### config.mk
export PLATFORM = sky130hd
export DESIGN_NAME = ws2812_drive
export DESIGN_NICKNAME = d
export VERILOG_FILES = /design/src/rtl/ws2812_drive.sv
export SDC_FILE = /design/constraint.sdc
export NUM_CORES = 1
export LEC_CHECK = 0
export ABC_AREA = 1
export BUFFER_PORTS_ARGS = -buffer_cell sky130_fd_sc_hd__buf_4
export CAP_MARGIN = 20
export CORE_MARGIN = 2
export CORE_UTILIZATION = 59
export DETAILED_ROUTE_END_ITERATION = 12
export PLACE_DENSITY = 0.79
export SYNTH_ARGS = -nofsm -noshare
export SYNTH_HDL_FRONTEND = slang
export SYNTH_SLANG_ARGS = --single-unit
export TNS_END_PERCENT = 50
### constraint.sdc
create_clock -name sys_clk -period 2.25 [get_ports sys_clk]
set_clock_uncertainty 0.2 [all_clocks]
set_input_delay 0.45 -clock sys_clk [delete_from_list [all_inputs] [get_ports sys_clk]]
set_output_delay 0.45 -clock sys_clk [all_outputs]
set_load 0.02 [all_outputs]
### src/rtl/ws2812_drive.sv
// ws2812_drive: WS2812 NRZ serial transmitter for an 8x8 LED matrix.
// Walks NUM_PIXEL x 24 bit slots, asks the colour lookup for each bit via
// cnt_pixel/cnt_bit, encodes it as a high pulse of T1H_CYC or T0H_CYC
// cycles in a BIT_CYC slot, then holds the line low for RST_CYC cycles.
// Optional feature macro: WS2812_AUTO_REFRESH_EN (free-running refresh,
// frame_start ignored, LATCH loops straight back into SEND).
module ws2812_drive #(
   parameter int BIT_CYC   = 60,
   parameter int T0H_CYC   = 15,
   parameter int T1H_CYC   = 30,
   parameter int RST_CYC   = 15000,
   parameter int NUM_PIXEL = 64
) (
   input  logic       sys_clk,
   input  logic       sys_rst_n,
   input  logic       frame_start,
   input  logic       bit_in,
   output logic [4:0] cnt_bit,
   output logic [6:0] cnt_pixel,
   output logic       dout,
   output logic       busy,
   output logic       frame_done
);

   localparam int CYC_W = (BIT_CYC > 1) ? $clog2(BIT_CYC) : 1;
   localparam int LAT_W = (RST_CYC > 1) ? $clog2(RST_CYC) : 1;

   localparam logic [CYC_W-1:0] CYC_LAST  = CYC_W'(BIT_CYC - 1);
   localparam logic [CYC_W-1:0] T0H_VAL   = CYC_W'(T0H_CYC);
   localparam logic [CYC_W-1:0] T1H_VAL   = CYC_W'(T1H_CYC);
   localparam logic [LAT_W-1:0] LAT_LAST  = LAT_W'(RST_CYC - 1);
   localparam logic [6:0]       PIX_LAST  = 7'(NUM_PIXEL - 1);
   localparam logic [4:0]       BIT_LAST  = 5'd23;

   typedef enum logic [1:0] {
      IDLE  = 2'd0,
      SEND  = 2'd1,
      LATCH = 2'd2
   } state_t;

   state_t           state_reg,     state_next;
   logic [CYC_W-1:0] cnt_cyc_reg,   cnt_cyc_next;
   logic [LAT_W-1:0] cnt_lat_reg,   cnt_lat_next;
   logic [4:0]       cnt_bit_reg,   cnt_bit_next;
   logic [6:0]       cnt_pixel_reg, cnt_pixel_next;
   logic             cur_bit_reg,   cur_bit_next;
   logic             dout_reg,      dout_next;
   logic             slot_bit;

`ifdef WS2812_AUTO_REFRESH_EN
   // Refresh is free-running, so the request input has no effect.
   logic unused_frame_start;
   assign unused_frame_start = frame_start;
`endif

   // Next-state, counter and pulse-shaping logic.
   always_comb begin
      state_next     = state_reg;
      cnt_cyc_next   = cnt_cyc_reg;
      cnt_lat_next   = cnt_lat_reg;
      cnt_bit_next   = cnt_bit_reg;
      cnt_pixel_next = cnt_pixel_reg;
      cur_bit_next   = cur_bit_reg;
      dout_next      = 1'b0;
      frame_done     = 1'b0;
      // On the first cycle of a slot the captured bit is not ready yet,
      // so the live lookup value decides the pulse width.
      slot_bit       = (cnt_cyc_reg == '0) ? bit_in : cur_bit_reg;

      case (state_reg)
         IDLE: begin
            cnt_cyc_next   = '0;
            cnt_lat_next   = '0;
            cnt_bit_next   = '0;
            cnt_pixel_next = '0;
`ifdef WS2812_AUTO_REFRESH_EN
            state_next = SEND;
`else
            if (frame_start) begin
               state_next = SEND;
            end
`endif
         end

         SEND: begin
            if (cnt_cyc_reg == '0) begin
               cur_bit_next = bit_in;
            end
            dout_next = (cnt_cyc_reg < (slot_bit ? T1H_VAL : T0H_VAL));

            if (cnt_cyc_reg == CYC_LAST) begin
               cnt_cyc_next = '0;
               if (cnt_bit_reg == BIT_LAST) begin
                  cnt_bit_next = '0;
                  if (cnt_pixel_reg == PIX_LAST) begin
                     cnt_pixel_next = '0;
                     cnt_lat_next   = '0;
                     state_next     = LATCH;
                  end else begin
                     cnt_pixel_next = cnt_pixel_reg + 7'd1;
                  end
               end else begin
                  cnt_bit_next = cnt_bit_reg + 5'd1;
               end
            end else begin
               cnt_cyc_next = cnt_cyc_reg + 1'b1;
            end
         end

         LATCH: begin
            if (cnt_lat_reg == LAT_LAST) begin
               frame_done   = 1'b1;
               cnt_lat_next = '0;
               cnt_cyc_next = '0;
`ifdef WS2812_AUTO_REFRESH_EN
               state_next = SEND;
`else
               state_next = IDLE;
`endif
            end else begin
               cnt_lat_next = cnt_lat_reg + 1'b1;
            end
         end

         default: begin
            state_next = IDLE;
         end
      endcase
   end

   // State and datapath registers; reset takes effect immediately.
   always_ff @(posedge sys_clk or negedge sys_rst_n) begin
      if (!sys_rst_n) begin
         state_reg     <= IDLE;
         cnt_cyc_reg   <= '0;
         cnt_lat_reg   <= '0;
         cnt_bit_reg   <= '0;
         cnt_pixel_reg <= '0;
         cur_bit_reg   <= 1'b0;
         dout_reg      <= 1'b0;
      end else begin
         state_reg     <= state_next;
         cnt_cyc_reg   <= cnt_cyc_next;
         cnt_lat_reg   <= cnt_lat_next;
         cnt_bit_reg   <= cnt_bit_next;
         cnt_pixel_reg <= cnt_pixel_next;
         cur_bit_reg   <= cur_bit_next;
         dout_reg      <= dout_next;
      end
   end

   assign cnt_bit   = cnt_bit_reg;
   assign cnt_pixel = cnt_pixel_reg;
   assign dout      = dout_reg;
   assign busy      = (state_reg != IDLE);

endmodule
* After elaboration in Yosys (flattened, before gate mapping)
Index checks and enable logic that the tools add are counted.
** Word-level totals
- Output and inout bits :: 15
- Bits in registers :: 36
- Word-level logic and storage cells :: 59
** Cells by class
- Multiplexer cells :: 26
- Equality and inequality tests :: 11
- Reduce and logical (&&, ||, !) cells :: 10
- Magnitude comparators :: 1
- Add/sub/neg operators :: 4
** Operators with widths (number)
- $mux W14 :: 4
- $pmux W14 S3 :: 1
- $mux W7 :: 3
- $pmux W6 S3 :: 1
- $mux W5 :: 3
- $add A14 B1 Y14 const B :: 1
- $eq A14 B14 Y1 const B :: 1
- $pmux W7 S2 :: 1
- $mux W6 :: 2
- $mux W2 :: 5
- $ne A2 B2 Y1 const B :: 5
- $pmux W5 S2 :: 1
- $add A7 B1 Y7 const B :: 1
- $eq A7 B6 Y1 const B :: 1
- $add A6 B1 Y6 const B :: 1
- $eq A6 B6 Y1 const B :: 1
- $logic_not A6 Y1 :: 1
- $lt A6 B5 Y1 :: 1
- $pmux W2 S3 :: 1
- $add A5 B1 Y5 const B :: 1
- $eq A5 B5 Y1 const B :: 1
- $reduce_and A5 Y1 :: 1
- $mux W1 :: 4
- $reduce_and A2 Y1 :: 2
- 7 further kinds :: 8

* Depth between registers and ports, before layout
- Depth in word-level cells :: 5
- Gate-level depth with buffers :: 11
- Mapped depth without buffers :: 11

* Worst setup path before layout
No wires, ideal clock.
- Path type :: register to output
- Start :: reg state_reg[0]
- End :: out frame_done
- Arrival :: 1463 ps
- Path buffers :: 0
- Path slack :: 137 ps
- Data required time :: 1600 ps
- Stages on the path, launching flop included :: 4
- Cell sequence :: dfrtp_1 -> nor2_2 -> inv_2 -> nor4_1
** Between the ends
- Word-level cells in the longest chain between the ends :: 2
** RTL lines
- from (decl) :: line 41 : state_t state_reg, state_next;
- from (signal assigned) :: line 142 : state_reg <= state_next;
- $eq A2 B2 Y1 :: line 70 : case (state_reg)
- $mux W1 :: line 70
- to (decl) :: line 22 : output logic frame_done
No other way between the ends.

* Worst setup path after layout
- Start :: reg cnt_lat_reg[1]
- End :: out frame_done
** Between the ends
- Word-level cells in the longest chain between the ends :: 3
** RTL lines
- from (decl) :: line 43 : logic [LAT_W-1:0] cnt_lat_reg, cnt_lat_next;
- from (signal assigned) :: line 144 : cnt_lat_reg <= cnt_lat_next;
- $eq A14 B14 Y1 :: line 111 : if (cnt_lat_reg == LAT_LAST) begin
- $mux W1 :: line 111
- $mux W1 :: line 70
No other way between the ends.

==> results.txt <==
- Average wire per cell in the routed design: 11.94 µm
* Pwr Density: 448.1 nW/µm²
* Largest net degree at the start of global routing: 37
- # clock sinks: 36
- Of the total power, combinational logic draws around 1.8%.
* Final Routed Wirelength: between 4 and 5 mm
* Basic-gate share of the synthesized area counting and, or, nand and nor cells: between 40% and 50%
* Maximum fanout along the worst path: 4
- Library cell used as clock root buffer: sky130_fd_sc_hd__clkbuf_8
- The number of endpoints with negative hold slack in the final report is 0.
* Maximum buffer depth of the clock tree: 2
- Most numerous cell in the Yosys netlist: sky130_fd_sc_hd__nand2_1
- Gpl congestion: about 0.96
- Cell leakage power: approximately 0.0013 µW
* Most common library cells after synthesis: 100 x sky130_fd_sc_hd__nand2_1, 38 x sky130_fd_sc_hd__nand3_1, 36 x sky130_fd_sc_hd__dfrtp_1, 35 x sky130_fd_sc_hd__inv_1, 34 x sky130_fd_sc_hd__nor2_1
- For this configuration, the core starts out at a cell density of between 60% and 70%.
- The final count of pins violating max slew was 0.
- Placed wire-length estimate: ~3.4 mm
- Reg2Reg Depth: 10
- Period Utilization, post-route: a little over nine tenths
- Once detail routing completed, the nets flagged for antenna violations numbered 0.
- Number of remaining DRC errors: 0
- After detailed placement, the design holds a cell count of around 390.
- The register with the most flip-flops in the layout has 14 of them.
- Part of the Yosys area used for sequential elements: between 30 and 40%
- Count of max-cap constraint violations: 0
- Library cell with the largest summed area after synthesis: sky130_fd_sc_hd__dfrtp_1
* Total overflow reported by the global router: 0
- The first global-routing pass estimated approximately 8.4 mm of wire.
* Netlist area before placement: about 2300 µm²
- The repair_antennas step left the layout with diodes totalling 0.
* Total via count in the routed design: approximately 2100
- Counting the fill cells in the layout gives ~330.
* Die Span X: approximately 66 µm
* Arithmetic-cell share of the synthesized area counting full adders, half adders and majority gates: around 3.3%
- In the synthesized netlist the async set-or-reset flop fraction comes to 100.0%.
- Main combinational cell family by area after synthesis: simple AND/OR/NAND/NOR gates
* Tightest slew margin relative to the limit: a little over two thirds
- Internal Dissipation: roughly 900 µW
* Type of the worst min-delay path: input pin to register
* Post-synth cell types: 30
- The die is ~66 µm tall.
- After clock tree synthesis, the clock-pin slew on the worst setup and hold paths is roughly 0.070 ns.
- Setup slack, reg-to-reg: ~0.30 ns
- By area the synthesized netlist is led by sky130_fd_sc_hd__dfrtp_1 40%, sky130_fd_sc_hd__nand2_1 17%, sky130_fd_sc_hd__nand3_1 8.4%, sky130_fd_sc_hd__inv_1 5.8%, sky130_fd_sc_hd__nor2_1 5.6%.
- Multiplexer cells account for 0% of the synthesized area.
- For the pin with the worst max-slew slack, the measured transition is roughly 0.45 ns.
- Total clock buffers created by CTS: 5
* Final Util: about 70%
* TritonCTS clock tree: yes
* Post-synth top area share: 39.65%
- Critical Path Sink Type: output pin
- The region available for standard cell placement spans about 3700 µm².
* Worst hold stages: 3
- Static timing analysis puts the maximum clock frequency at 467.8 MHz.
- RSZ-0062 raised after global routing: false
* Post-layout nets: 359
- Registers are responsible for between 50% and 60% of the overall power.
- Vias in the first global route: a little under 2000
- Number of antenna violations at the first check in global routing: 0
- Ports: 19
- In the final timing run, aggregate negative setup slack is 0 ns.
- In this run switching power makes up around 22% of total power.
* Fraction of layout cells with a size suffix above 1: 16.86%
- Cell count after synthesis: 322
- After detailed routing, the number of vias per cell comes to 5.342.
- Fraction of the mapped netlist area in compound gates: 5.507%
- The most used flip-flop cell after synthesis is sky130_fd_sc_hd__dfrtp_1.
- Area of combinational cells with multiple inputs: roughly 1200 µm²
* Final setup violation count: 0
* Sum of internal, switching and leakage power: 1158 µW
- Hold is met by 0.2740 ns.
- Counting every net in the synthesized netlist gives around 330.
- At the later pin of the worst-skew pair, clock insertion delay measures between 0.2 and 0.3 ns.
- Number of placement rows: 22
- The flow ran to the end, and the final reports show no timing, DRC or antenna violations.
* Minimum period implied by the final worst setup slack: 2.138 ns
- Number of DRC violations after detailed-routing iteration 0: around 190
- Number of standard cells in the layout, taps in and fillers out: 398
- Xor and xnor area share after synthesis: between 1.5 and 2%
- Worst EP required: 1.60 ns
* Depth of the CTS H-tree: 2
- Switching power: around 260 µW
- Across the whole layout, storage elements account for about 900 µm².
* Part of the total power dissipated in the clock network: about 42%
- The worst setup path is of the register to output pin kind.
- From synthesis to final layout, the design area changed by 13.77%.
- Total routing usage reported by global routing: approximately 25%
* Startpoint type of the worst setup path: register
- In this run, synthesis produced a sequential element count of 36.
- Data arrives at the worst endpoint at between 1 and 1.5 ns.
* Port-buffer cells: 18
- The worst-case IR drop observed on VDD is 0.0002961 V.
- Yosys warning count: 0
- Length of the first detailed-routing pass in iterations: 4
- After synthesis, the mean cell area works out to 7.056 µm².
- Die area: about 4400 µm²
* Number of enable flip-flop cells after synthesis: 0
path summary, 6_finish.rpt:
| kind | startpoint | end |
|---|---|---|
| max | cnt_lat_reg[1]$_DFFE_PN0P_ | frame_done |
| min | frame_start | state_reg[0]$_DFFE_PN0P_ |
| max reg2reg | cnt_cyc_reg[0]$_DFFE_PN0P_ | dout$_DFF_PN0_ |
| min reg2reg | cur_bit_reg$_DFFE_PN0P_ | cur_bit_reg$_DFFE_PN0P_ |
| max in group asynchronous | sys_rst_n | cur_bit_reg$_DFFE_PN0P_ |
| min in group asynchronous | sys_rst_n | cnt_lat_reg[10]$_DFFE_PN0P_ |
layout by cell type (no fill, tap or decap):
| master | count |
|---|---|
| sky130_fd_sc_hd__nor2_1 | 34 |
| sky130_fd_sc_hd__dlygate4sd3_1 | 1 |
| sky130_fd_sc_hd__nand2_2 | 16 |
| sky130_fd_sc_hd__inv_2 | 5 |
| sky130_fd_sc_hd__clkbuf_1 | 1 |
| sky130_fd_sc_hd__a21o_1 | 1 |
| sky130_fd_sc_hd__or2_2 | 1 |
| sky130_fd_sc_hd__o21ai_2 | 1 |
| sky130_fd_sc_hd__clkbuf_8 | 6 |
| sky130_fd_sc_hd__o21bai_1 | 3 |
| sky130_fd_sc_hd__nor2_4 | 3 |
| sky130_fd_sc_hd__o21ai_0 | 8 |
| sky130_fd_sc_hd__xnor2_1 | 1 |
| sky130_fd_sc_hd__o211ai_1 | 1 |
| sky130_fd_sc_hd__nand3_1 | 38 |
| sky130_fd_sc_hd__nand4_1 | 14 |
| sky130_fd_sc_hd__ha_2 | 1 |
| sky130_fd_sc_hd__o21a_1 | 1 |
| sky130_fd_sc_hd__nor2_2 | 2 |
| sky130_fd_sc_hd__and2_1 | 1 |
| sky130_fd_sc_hd__inv_1 | 34 |
| sky130_fd_sc_hd__a21oi_1 | 2 |
| sky130_fd_sc_hd__nor4_2 | 1 |
| sky130_fd_sc_hd__dfrtp_1 | 36 |
| sky130_fd_sc_hd__o21ai_1 | 3 |
| sky130_fd_sc_hd__clkinv_1 | 1 |
| sky130_fd_sc_hd__a31oi_1 | 1 |
| sky130_fd_sc_hd__ha_1 | 5 |
| sky130_fd_sc_hd__nand2_4 | 1 |
| sky130_fd_sc_hd__xor2_1 | 3 |
| sky130_fd_sc_hd__nor3_1 | 3 |
| sky130_fd_sc_hd__buf_4 | 21 |
| sky130_fd_sc_hd__clkinvlp_4 | 1 |
| sky130_fd_sc_hd__nand2_1 | 99 |
power by group through the flow:
stage	Clock, µW	Combinational (µW)	Sequential [µW]
floorplan	0	2.84	661
global placement	0	20.2	661
detailed placement	0	20.6	661
CTS	496	22.1	648
global route	526	24.9	648
finish	490	20.7	648
what timing repair did:
action,CTS,global route
setup buffers,1,1
setup endpoints to repair,1,1
hold buffers,1,0
pin swaps,0,1
hold endpoints to repair,36,0
gates resized for setup,1,3
per-stage QoR:
stage	instance area [µm²]	worst slack (ns)
2_1_floorplan	2272	0.1375
3_3_place_gp	2455	0.3605
3_5_place_dp	2455	0.2995
4_1_cts	2572	0.06551
5_1_grt	2585	0.01063
6_report	2585	0.1122
per-layer routing:
metal | up-vias | track usage (%) | share of wire [%]
met5 | - | 0 | 0
met4 | 0 | 6.888 | 1.2
met3 | 8 | 5.622 | 5.0
met2 | 46 | 41.16 | 46
met1 | 983 | 32.50 | 48
li1 | 1089 | - | -
worst max-delay path, stage by stage (launching register included):
cell and delay (ns):
sky130_fd_sc_hd__dfrtp_1 0.41, sky130_fd_sc_hd__ha_2 0.22, sky130_fd_sc_hd__nand2_2 0.07, sky130_fd_sc_hd__inv_2 0.08, sky130_fd_sc_hd__nand2_1 0.06, sky130_fd_sc_hd__nor4_2 0.16
sky130_fd_sc_hd__buf_4 0.19
area by class of cell:
type                    count  area share (%)
clock buffers               7           3.340
clock inverters             1          0.2904
flip-flops and latches     36           34.85
multi-input cells         244           46.90
well taps                  48           2.323
repair buffers             22           6.486
inverters                  40           5.808
cell families (layout without fill, tap and decap cells):
kind of cell,count (synthesis),in the layout
buffers and inverters,42,70
xor gates and xnor gates,4,4
adders and majority gates,6,6
DFF,36,36
and+or+nand+nor,213,213
AOI/OAI and AO/OA,21,21
(Power assumes the default switching activity.)
